`src/rtl/mem_arb_pkg.sv`:
```
// Shared types for the fetch/data memory-port arbiter.
//   mem_arb_state_t : arbiter FSM states
//   mem_req_t       : one latched memory request {we, addr, wdata, be}
package mem_arb_pkg;

  localparam int unsigned MEM_ADDR_W = 32;
  localparam int unsigned MEM_DATA_W = 32;
  localparam int unsigned MEM_BE_W   = MEM_DATA_W / 8;

  typedef enum logic [2:0] {
    IDLE    = 3'd0,
    REQ_IF  = 3'd1,
    WAIT_IF = 3'd2,
    REQ_DM  = 3'd3,
    WAIT_DM = 3'd4
  } mem_arb_state_t;

  typedef struct packed {
    logic                  we;
    logic [MEM_ADDR_W-1:0] addr;
    logic [MEM_DATA_W-1:0] wdata;
    logic [MEM_BE_W-1:0]   be;
  } mem_req_t;

endpackage

```
`src/rtl/starve_counter.sv`:
```
// Saturating counter used to bound how long a low-priority requester waits.
//   i_clk    : clock
//   i_rst    : asynchronous active-low reset
//   i_inc    : count one more lost arbitration (ignored once saturated)
//   i_clr    : clear to zero (wins over i_inc)
//   o_at_max : counter has reached MAX
module starve_counter #(
  parameter int unsigned MAX = 4,
  localparam int unsigned W = $clog2(MAX + 1)
) (
  input  logic i_clk,
  input  logic i_rst,
  input  logic i_inc,
  input  logic i_clr,
  output logic o_at_max
);

  logic [W-1:0] cnt_q;
  logic [W-1:0] cnt_d;

  assign o_at_max = (cnt_q == W'(MAX));

  always_comb begin
    cnt_d = cnt_q;
    if (i_clr) begin
      cnt_d = '0;
    end else if (i_inc && !o_at_max) begin
      cnt_d = cnt_q + W'(1);
    end
  end

  always_ff @(posedge i_clk or negedge i_rst) begin
    if (!i_rst) begin
      cnt_q <= '0;
    end else begin
      cnt_q <= cnt_d;
    end
  end

endmodule

```
`src/rtl/mem_port_arbiter.sv`:
```
// Arbitrates one single-ported memory between the fetch stage (IF) and the
// memory stage (DM). DM has priority; after STARVE_MAX consecutive DM grants
// with fetch waiting, fetch wins the next arbitration. One transaction is
// outstanding at a time. Fetch responses killed by i_if_flush are dropped.
//   i_clk, i_rst          : clock, asynchronous active-low reset
//   i_if_req/addr/flush   : fetch request, address, kill pulse
//   o_if_rdata/valid      : fetch response (one-cycle pulse)
//   i_dm_req/we/addr/wdata/be : data-stage request
//   o_dm_rdata/valid      : data-stage completion (one-cycle pulse)
//   o_mem_*               : registered memory request bus
//   i_mem_gnt/rvalid/rdata: memory handshake and response
//   o_stall_if/o_stall_dm : stall requests to the hazard unit
module mem_port_arbiter
  import mem_arb_pkg::*;
#(
  parameter int unsigned ADDR_W     = 32,
  parameter int unsigned DATA_W     = 32,
  parameter int unsigned STARVE_MAX = 4
) (
  input  logic                i_clk,
  input  logic                i_rst,
  input  logic                i_if_req,
  input  logic [ADDR_W-1:0]   i_if_addr,
  input  logic                i_if_flush,
  output logic [DATA_W-1:0]   o_if_rdata,
  output logic                o_if_valid,
  input  logic                i_dm_req,
  input  logic                i_dm_we,
  input  logic [ADDR_W-1:0]   i_dm_addr,
  input  logic [DATA_W-1:0]   i_dm_wdata,
  input  logic [DATA_W/8-1:0] i_dm_be,
  output logic [DATA_W-1:0]   o_dm_rdata,
  output logic                o_dm_valid,
  output logic                o_mem_req,
  output logic                o_mem_we,
  output logic [ADDR_W-1:0]   o_mem_addr,
  output logic [DATA_W-1:0]   o_mem_wdata,
  output logic [DATA_W/8-1:0] o_mem_be,
  input  logic                i_mem_gnt,
  input  logic                i_mem_rvalid,
  input  logic [DATA_W-1:0]   i_mem_rdata,
  output logic                o_stall_if,
  output logic                o_stall_dm
);

  mem_arb_state_t state_q, state_d;
  mem_req_t       req_q, req_d;
  logic           mem_req_q, mem_req_d;
  logic           drop_q, drop_d;
  logic           starve_inc, starve_clr, starve_at_max;

  starve_counter #(.MAX(STARVE_MAX)) u_starve (
    .i_clk    (i_clk),
    .i_rst    (i_rst),
    .i_inc    (starve_inc),
    .i_clr    (starve_clr),
    .o_at_max (starve_at_max)
  );

  always_comb begin
    state_d    = state_q;
    req_d      = req_q;
    mem_req_d  = mem_req_q;
    drop_d     = drop_q;
    starve_inc = 1'b0;
    starve_clr = 1'b0;
    unique case (state_q)
      IDLE: begin
        drop_d = 1'b0;
        if (!i_if_req) begin
          starve_clr = 1'b1;
        end
        // DM wins unless fetch is waiting and has already lost STARVE_MAX times.
        if (i_dm_req && (!starve_at_max || !i_if_req)) begin
          state_d     = REQ_DM;
          mem_req_d   = 1'b1;
          req_d.we    = i_dm_we;
          req_d.addr  = MEM_ADDR_W'(i_dm_addr);
          req_d.wdata = MEM_DATA_W'(i_dm_wdata);
          req_d.be    = MEM_BE_W'(i_dm_be);
          starve_inc  = i_if_req;
        end else if (i_if_req && !i_if_flush) begin
          state_d     = REQ_IF;
          mem_req_d   = 1'b1;
          req_d.we    = 1'b0;
          req_d.addr  = MEM_ADDR_W'(i_if_addr);
          req_d.wdata = '0;
          req_d.be    = '1;
          starve_clr  = 1'b1;
        end
      end
      REQ_IF: begin
        // A flush only marks the response for dropping; the bus request stays
        // up so the handshake is never aborted.
        if (i_if_flush) begin
          drop_d = 1'b1;
        end
        if (i_mem_gnt) begin
          state_d   = WAIT_IF;
          mem_req_d = 1'b0;
        end
      end
      WAIT_IF: begin
        if (i_if_flush) begin
          drop_d = 1'b1;
        end
        if (i_mem_rvalid) begin
          state_d = IDLE;
          drop_d  = 1'b0;
        end
      end
      REQ_DM: begin
        if (i_mem_gnt) begin
          state_d   = WAIT_DM;
          mem_req_d = 1'b0;
        end
      end
      WAIT_DM: begin
        if (i_mem_rvalid) begin
          state_d = IDLE;
        end
      end
      default: begin
        state_d   = IDLE;
        mem_req_d = 1'b0;
        drop_d    = 1'b0;
      end
    endcase
  end

  always_ff @(posedge i_clk or negedge i_rst) begin
    if (!i_rst) begin
      state_q   <= IDLE;
      req_q     <= '0;
      mem_req_q <= 1'b0;
      drop_q    <= 1'b0;
    end else begin
      state_q   <= state_d;
      req_q     <= req_d;
      mem_req_q <= mem_req_d;
      drop_q    <= drop_d;
    end
  end

  // A flush in the same cycle as the response also suppresses it.
  assign o_if_valid  = (state_q == WAIT_IF) && i_mem_rvalid && !drop_q && !i_if_flush;
  assign o_dm_valid  = (state_q == WAIT_DM) && i_mem_rvalid;
  assign o_if_rdata  = o_if_valid ? i_mem_rdata : '0;
  assign o_dm_rdata  = o_dm_valid ? i_mem_rdata : '0;

  assign o_mem_req   = mem_req_q;
  assign o_mem_we    = req_q.we;
  assign o_mem_addr  = ADDR_W'(req_q.addr);
  assign o_mem_wdata = DATA_W'(req_q.wdata);
  assign o_mem_be    = (DATA_W/8)'(req_q.be);

  assign o_stall_if  = i_if_req && !o_if_valid;
  assign o_stall_dm  = i_dm_req && !o_dm_valid;

endmodule
```
`config.mk`:
```
export PLATFORM = sky130hd
export DESIGN_NAME = mem_port_arbiter
export DESIGN_NICKNAME = d
export VERILOG_FILES = /design/src/rtl/mem_arb_pkg.sv /design/src/rtl/starve_counter.sv /design/src/rtl/mem_port_arbiter.sv
export SDC_FILE = /design/constraint.sdc
export NUM_CORES = 1
export LEC_CHECK = 0
export BUFFER_PORTS_ARGS = -buffer_cell sky130_fd_sc_hd__buf_2
export CAP_MARGIN = 20
export CORE_AREA = 4 4 106 108
export CTS_CLUSTER_DIAMETER = 100
export DETAILED_ROUTE_END_ITERATION = 7
export DIE_AREA = 0 0 110 112
export PLACE_DENSITY = 0.73
export REMOVE_ABC_BUFFERS = 1
export SYNTH_ARGS = -nofsm -noshare
export SYNTH_HDL_FRONTEND = slang
export SYNTH_HIERARCHICAL = 1
export SYNTH_SLANG_ARGS = --single-unit
```
`constraint.sdc`:
```
create_clock -name i_clk -period 5.3 [get_ports i_clk]
set_input_delay 0.265 -clock i_clk [delete_from_list [all_inputs] [get_ports i_clk]]
set_output_delay 0.265 -clock i_clk [all_outputs]
set_load 0.03 [all_outputs]
```
== After elaboration in Yosys (flattened, before gate mapping) ==
Cells that the tools add are included.
Word-level totals
  output and inout bits: 138
  memories kept: 0
  bits of input ports: 140
  ROM bits: 0
  word-level logic and storage cells: 70
  bits in registers: 77
  bits in writable memories: 0
  latch bits: 0
Cells by class
  muxes and demuxes: 25
  reduce and logical (&&, ||, !) cells: 25
  shifts and indexed selects: 0
  order comparisons: 0
  bitwise logic cells: 1
  multiply operators: 0
  div/mod/pow operators: 0
  $add $sub $neg: 1
  equal/unequal tests: 10
Operators by type and width (count)
  69-bit 2-to-1 mux: 2
  32-bit 2-to-1 mux: 2
  3-bit 2-to-1 mux: 7
  3-bit one-hot mux with 4 select lines: 1
  1-bit 2-to-1 mux: 11
  1-bit logical AND: 9
  3-bit by 2-bit == test with 1-bit output, second input constant: 2
  3-bit == test, second input constant: 2
  1-bit zero test: 6
  1-bit one-hot mux with 3 select lines: 2
  2-bit OR reduction: 3
  2-bit by 1-bit inequality test with 1-bit output, second input constant: 2
  2-bit inequality test, second input constant: 2
  4-bit AND reduction: 1
  2-bit nonzero test: 2
  3-bit by 1-bit adder with 3-bit output, second input constant: 1
  3-bit by 1-bit == test with 1-bit output, second input constant: 1
  3-bit zero test: 1
  3-bit inequality test, second input constant: 1
  3-bit AND reduction: 1
  2-bit AND reduction: 1
  1-bit logical OR: 1
  1-bit inverter: 1

== Logic depth before layout (Yosys ltp) ==
Gate-level depths: netlist of run 1.
  depth after elaboration: 9
  mapped depth: 8
  gate-level depth less buffers: 8

== Modules after synthesis ==
The synthesis of run 1 kept the hierarchy.
By module, submodules not included
  mem_port_arbiter: cells each 307, area each 3530.9 sq um, times used 1, seq. area each 1851.8 sq um
  starve_counter: cells each 18, area each 197.7 sq um, times used 1, seq. area each 75.1 sq um

== Worst setup path after synthesis of run 1 ==
No wires, ideal clock.
  path kind: reg2out
  from: reg state_q[1]
  to: out o_dm_rdata[22]
  cell stages (with the launch flop): 7
  buffers on the path: 3
  data arrival time: 1.762 ns
  path slack: 3.273 ns
  data required time: 5.035 ns
  cells stage by stage: dfrtp_1 buf_2 nor2_1 and3_1 clkbuf_1 clkbuf_1 and2_1
Between the ends
  cells in the longest elaborated chain, start to end: 3
Ends and longest elaborated chain
  start: declaration: RTL line mem_port_arbiter.sv:46  | mem_arb_state_t state_q, state_d;
  start signal: assignment: RTL line mem_port_arbiter.sv:138  | state_q <= state_d;
  3-bit == test: RTL line mem_port_arbiter.sv:147  | assign o_dm_valid = (state_q == WAIT_DM) && i_mem_rvalid;
  1-bit logical AND: RTL line mem_port_arbiter.sv:147
  net o_dm_valid: RTL line mem_port_arbiter.sv:33  | output logic o_dm_valid,
  32-bit 2-to-1 mux: RTL line mem_port_arbiter.sv:149  | assign o_dm_rdata = o_dm_valid ? i_mem_rdata : '0;
  end: declaration: RTL line mem_port_arbiter.sv:32  | output logic [DATA_W-1:0] o_dm_rdata,
The timed path passes the listed nets, and every way through them passes these cells.

== Final worst setup path of run 1 ==
  from: reg state_q[0]
  to: out o_dm_rdata[1]
Between the ends
  cells in the longest elaborated chain, start to end: 3
Ends and longest elaborated chain (RTL line)
  3-bit == test: mem_port_arbiter.sv:147
  1-bit logical AND: mem_port_arbiter.sv:147
  32-bit 2-to-1 mux: mem_port_arbiter.sv:149
No other way between the ends.

==> impl_metrics.py, run 1 <==
metrics = {
    "power": {
        "p_int_uw": 1690,
        "peakVddDrop_v": 0.000271,
        "p_switching_uw": 1410,
        "comb_power_share": 0.520,
        "seqPwrFrac": 0.331,
        "p_leak_uw": 0.00286,
        "netSwitchingFraction": 0.454,
        "power_density_mw_per_mm2": 576,
        "pwr-share-clk": 0.149,
    },
    "timing": {
        "setup_viol": 0,
        "drv_slew": 0,
        "hold_viol": 0,
        "fin_hold_ws_ns": 0.0502,
        "rsz0062_at_grt": "false",
        "fin_ws_ns": 2.74,
        "worstMarginPinSlew_ns": 0.977,
        "slew_headroom": 0.349,
        "fin_setup_tns_ns": 0,
        "fmax_ghz": 0.391,
        "timing.final.crit_share": 0.482,
        "finalClockSkew_ns": 0.0141,
        "min_period_ns": 2.56,
    },
    "synth": {
        "yosys_warnings": 6,
        "synth_seq_area_share": 0.517,
        "synth_most_common_cell": "dfrtp_1",
        "ys_top_cells_by_count": "dfrtp_1, and2_1, a22o_1, or3_1, o221a_2",
        "yosys.area.top_type": "dfrtp_1",
        "synth_cells": 325,
        "netlist-cell-type-count": 36,
        "synth-seq-cells": 77,
        "synthFlopType": "dfrtp_1",
        "syn_area_mm2": 0.00373,
        "synth-edff-count": 0,
        "avgSynthCellArea_um2": 11.5,
        "ys_top_cells_by_area": "dfrtp_1, and2_1, o221a_2",
        "synth_top_area_share": 0.517,
        "async_flop_share": 1.00,
    },
    "cts": {
        "cts.sinks": 77,
        "clock_path_buffers": 2,
        "clk_latency_ns": 0.34,
        "cts-hold-fix-buffers": 0,
        "cts_resized": 0,
        "clock-root-buffer": "clkbuf_8",
        "htreeDepth": 3,
        "cts_tree": "built",
        "cts_buffers": 9,
        "post_cts_buffers": 0,
        "clk_pin_slew_ns": 0.09,
    },
    "detailed_routing": {
        "dr.pass1.iters": 5,
        "drc": 0,
        "via_per_inst": 4.87,
        "wire_per_inst_um": 15.7,
        "vias": 3540,
        "drt_iter0_drc": 143,
        "wl_um": 11400,
        "ant_nets": 0,
    },
    "cells_and_area": {
        "syn_to_final_growth_pct": 44.4,
        "fin_cells": 727,
        "nets": 728,
        "antenna_cells": 0,
        "drive_gt1_frac": 0.565,
        "final_core_util": 0.526,
    },
    "floorplan": {
        "core-area_mm2": 0.0102,
        "die-width_um": 110,
        "die_h_um": 112,
        "io_pins": 278,
        "die-area_mm2": 0.0123,
        "rows": 37,
        "start_util": 0.364,
    },
    "placed_design": {
        "preCtsSetupSlack_ns": 2.93,
        "dp.cells": 711,
        "port_buffers": 277,
        "routabilityCongestion": 0.942,
        "dp_hpwl_um": 8910,
    },
    "critical_path": {
        "cp-end-kind": "primary output",
        "critPathRequiredTime_ns": 5.04,
        "worstSetupPathType": "reg2out",
        "startpoint_type": "flop",
        "cp-startpoint": "state_q[0]",
        "worst-path-max-fanout": 34,
        "critPathArrivalTime_ns": 2.29,
        "timing.rr.start": "u_starve/cnt_q[0]",
    },
    "global_route": {
        "grt.met1_usage": 0.237,
        "grt_usage": 0.180,
        "grt_pass1_wl_um": 17500,
        "antenna_found_initial": 0,
        "grt_max_degree": 78,
        "top_usage_layer": "met2",
        "met2_usage": 0.298,
        "met3_usage": 0.0296,
        "grt_pass1_vias": 3545,
        "grt_overflow": 0,
    },
    "outcome": {
        "outcome": "finished, final reports clean",
    },
    "run": {
        "maxCapViolations": 0,
    },
    "min_path": {
        "hold_class": "in2async",
    },
}
==> cell usage in the layout, fill, tap and decap left out, types with 2 or more instances in the layout <==
cell,n
o21ai_0,4
a21oi_1,3
a22o_1,33
nor2_1,5
inv_1,3
nor3_2,2
dfrtp_1,77
buf_2,276
or3_1,33
o22a_1,4
buf_4,3
o221a_2,31
nor2b_1,5
and2_1,65
nand2b_1,4
o21a_1,2
and3_1,2
nand2_1,4
clkbuf_8,10
ha_1,2
inv_6,3
==> worst max-delay path: stages (launching register included) <==
cell and delay, ns:
dfrtp_1 0.50, nor2_1 0.20, and3_1 0.75, and2_1 0.28
buf_2 0.22
==> power by group through the flow <==
stage / logic, µW / clock network, µW / registers [µW]
after global routing: 1740 / 504 / 1060
after global placement: 1600 / 0 / 1030
after CTS: 1630 / 481 / 1030
after detailed placement: 1630 / 0 / 1030
final: 1610 / 462 / 1030
after floorplan: 627 / 0 / 1510
==> state kept, by name (all words and copies together) (netlist names) <==
| signal | cells |
|---|---|
| o_mem_we | 1 |
| drop_q | 1 |
| state_q | 3 |
| o_mem_wdata | 32 |
| o_mem_req | 1 |
| u_starve/cnt_q | 3 |
| o_mem_be | 4 |
| o_mem_addr | 32 |
==> cells by family (layout without fill, tap and decap cells) <==
group,count (synthesis),after routing,synth area share
and+or+nand+nor,126,126,0.211
AOI/OAI and AO/OA,85,85,0.212
adders and majority gates,2,2,0.00671
DFF,77,77,0.517
muxes,2,2,0.00671
buffers and inverters,33,299,0.0463
==> final cells by class <==
class,count,area [µm²]
flip-flops and latches,77,1930
well taps,136,170
repair buffers,280,1430
clock inverters,6,75.1
fillers,937,4850
clock buffers,10,138
inverters,3,11.3
multi-input cells,215,1630
==> worst paths after layout <==
path	to	slack (ns)	depth (start not counted)
max	o_dm_rdata[1]	2.74	4
min	o_mem_wdata[10]	0.05	1
max reg2reg	o_mem_addr[2]	2.94	7
min reg2reg	o_mem_be[0]	0.49	1
max in group asynchronous	state_q[1]	4.64	1
min in group i_clk	o_mem_wdata[10]	0.14	2
==> through the flow <==
stage                     power, µW  instance area, µm²
after floorplan                2140                3570
after global placement         2630                5140
after detailed placement       2660                5170
after CTS                      3140                5390
after global routing           3300                5390
final                          3100                5390
==> metal layers <==
metal  up-vias  wire length, µm
li1       1713                -
met1      1668             4810
met2       143             5660
met3        16              807
met4         0              165
met5         -                0
(Power assumes the default switching activity.)
==> run 2: changes to the inputs <==
--- a/config.mk
+++ b/config.mk
@@ -7,11 +7,11 @@
 export LEC_CHECK = 0
 export BUFFER_PORTS_ARGS = -buffer_cell sky130_fd_sc_hd__buf_2
 export CAP_MARGIN = 20
-export CORE_AREA = 4 4 106 108
+export CORE_MARGIN = 4
+export CORE_UTILIZATION = 37
 export CTS_CLUSTER_DIAMETER = 100
 export DETAILED_ROUTE_END_ITERATION = 7
-export DIE_AREA = 0 0 110 112
-export PLACE_DENSITY = 0.73
+export PLACE_DENSITY = 0.78
 export REMOVE_ABC_BUFFERS = 1
 export SYNTH_ARGS = -nofsm -noshare
 export SYNTH_HDL_FRONTEND = slang
==> constraint.sdc (replaced) <==
create_clock -name i_clk -period 2.25 [get_ports i_clk]
set_input_delay 0.1125 -clock i_clk [delete_from_list [all_inputs] [get_ports i_clk]]
set_output_delay 0.1125 -clock i_clk [all_outputs]
set_load 0.03 [all_outputs]
==> impl_metrics.py, run 2 (synthesis gave the netlist of run 1 again) <==
metrics = {
    "outcome": {
        "outcome": "finished, final reports clean",
    },
    "detailed_routing": {
        "vias": 3842,
        "dr.pass1.iters": 4,
        "via_per_inst": 4.99,
        "drt_iter0_drc": 262,
        "wire_per_inst_um": 16.3,
        "ant_nets": 0,
        "drc": 0,
        "wl_um": 12500,
    },
    "global_route": {
        "grt_pass1_wl_um": 18900,
        "grt.met1_usage": 0.260,
        "grt_overflow": 0,
        "top_usage_layer": "met2",
        "grt_pass1_vias": 3899,
        "antenna_found_initial": 0,
        "met3_usage": 0.0364,
        "grt_max_degree": 45,
        "met2_usage": 0.342,
        "grt_usage": 0.203,
    },
    "timing": {
        "rsz0062_at_grt": "false",
        "fin_setup_tns_ns": 0,
        "slew_headroom": 0.498,
        "min_period_ns": 2.10,
        "setup_viol": 0,
        "drv_slew": 0,
        "timing.final.crit_share": 0.933,
        "worstMarginPinSlew_ns": 0.751,
        "finalClockSkew_ns": 0.0174,
        "hold_viol": 0,
        "fmax_ghz": 0.477,
    },
    "critical_path": {
        "crit_chain": "inv_1 > ha_1 > and2_1 > a21boi_1 > and3_1 > a21boi_2 > mux2_4",
        "critPathArrivalTime_ns": 2.34,
        "worst-path-max-fanout": 5,
        "critPathRequiredTime_ns": 2.49,
        "crit_family": "compound AO/OA/AOI/OAI gates",
        "startpoint_type": "flop",
        "cpPeakStageDelay_ns": 0.40,
        "worstSetupPathType": "reg2reg",
        "critical_path_buf_inv_count": 1,
        "cp-end-kind": "flop",
        "crit_slowest_cell": "dfrtp_1",
    },
    "cts": {
        "clock-root-buffer": "clkbuf_8",
        "cts_tree": "built",
        "clk_latency_ns": 0.35,
        "htreeDepth": 3,
        "cts.sinks": 77,
        "clk_pin_slew_ns": 0.10,
        "clock_path_buffers": 2,
        "cts_buffers": 9,
        "cts_resized": 0,
    },
    "power": {
        "p_leak_uw": 0.00306,
        "netSwitchingFraction": 0.456,
        "seqPwrFrac": 0.320,
        "fin_total_pwr_uw": 7500,
        "power_density_mw_per_mm2": 1290,
        "p_int_uw": 4080,
        "pwr-share-clk": 0.147,
        "peakVddDrop_v": 0.000665,
        "comb_power_share": 0.533,
        "p_switching_uw": 3420,
    },
    "floorplan": {
        "rows": 36,
        "die_h_um": 108,
        "io_pins": 278,
        "die-area_mm2": 0.0117,
        "core-area_mm2": 0.00977,
        "die-width_um": 108,
        "start_util": 0.381,
    },
    "placed_design": {
        "routabilityCongestion": 0.792,
        "dp.cells": 716,
        "post_dp_cell_area_mm2": 0.00523,
        "port_buffers": 277,
        "dp_hpwl_um": 8980,
    },
    "cells_and_area": {
        "final_common_cell": "buf_2",
        "syn_to_final_growth_pct": 56.2,
        "final_area_mm2": 0.00582,
        "fin_cells": 770,
        "final_cell_mix": "buf_2, dfrtp_1, and2_1",
        "nets": 774,
        "drive_gt1_frac": 0.537,
        "antenna_cells": 0,
    },
    "min_path": {
        "hold_class": "in2reg",
    },
    "run": {
        "maxCapViolations": 0,
    },
}
## run 2: power groups by stage
stage	clock network, µW	registers [µW]	logic (µW)
detailed placement	0	2390	3960
CTS	1140	2390	4010
global placement	0	2390	3860
global route	1210	2470	4270
floorplan	0	3560	1480
finish	1100	2400	4000
## run 2: metal layers
| layer | share of wire | vias to the layer above |
|---|---|---|
| met4 | 0.019 | 0 |
| li1 | - | 1811 |
| met2 | 0.51 | 161 |
| met5 | 0 | - |
| met3 | 0.060 | 28 |
| met1 | 0.41 | 1842 |
## run 2: cell type report
class / count / area, µm²
Multi-Input combinational cell: 215 / 1630
Clock inverter: 7 / 86.3
Tap cell: 133 / 166
Clock buffer: 9 / 124
Sequential cell: 77 / 1930
Inverter: 3 / 11.3
Fill cell: 814 / 3950
Timing Repair Buffer: 326 / 1880
## run 2: per-stage QoR
stage / hold slack (ns) / setup slack (ns) / util
floorplan: -0.183 / -0.240 / -
global placement: 0.0802 / 0.260 / 0.535
detailed placement: 0.103 / 0.172 / 0.535
CTS: 0.000337 / 0.146 / 0.596
global route: 0.00617 / 0.0308 / 0.596
finish: 0.0222 / 0.151 / 0.596
## run 2: final timing paths
check,start,end,slack (ns),cells past startpoint
setup / recovery,u_starve/cnt_q[0],u_starve/cnt_q[0],0.15,7
hold / removal,i_if_addr[28],o_mem_addr[28],0.02,2
setup reg to reg,u_starve/cnt_q[0],u_starve/cnt_q[0],0.15,7
hold reg to reg,o_mem_wdata[6],o_mem_wdata[6],0.50,1
max in group asynchronous,i_rst,o_mem_addr[11],1.40,3
min in group asynchronous,i_rst,o_mem_wdata[28],0.27,2
## run 2: repair_timing
action / in CTS / in global routing
endpoints found under the hold margin: 70 / 0
hold buffers: 38 / 0
buffers inserted: 0 / 0
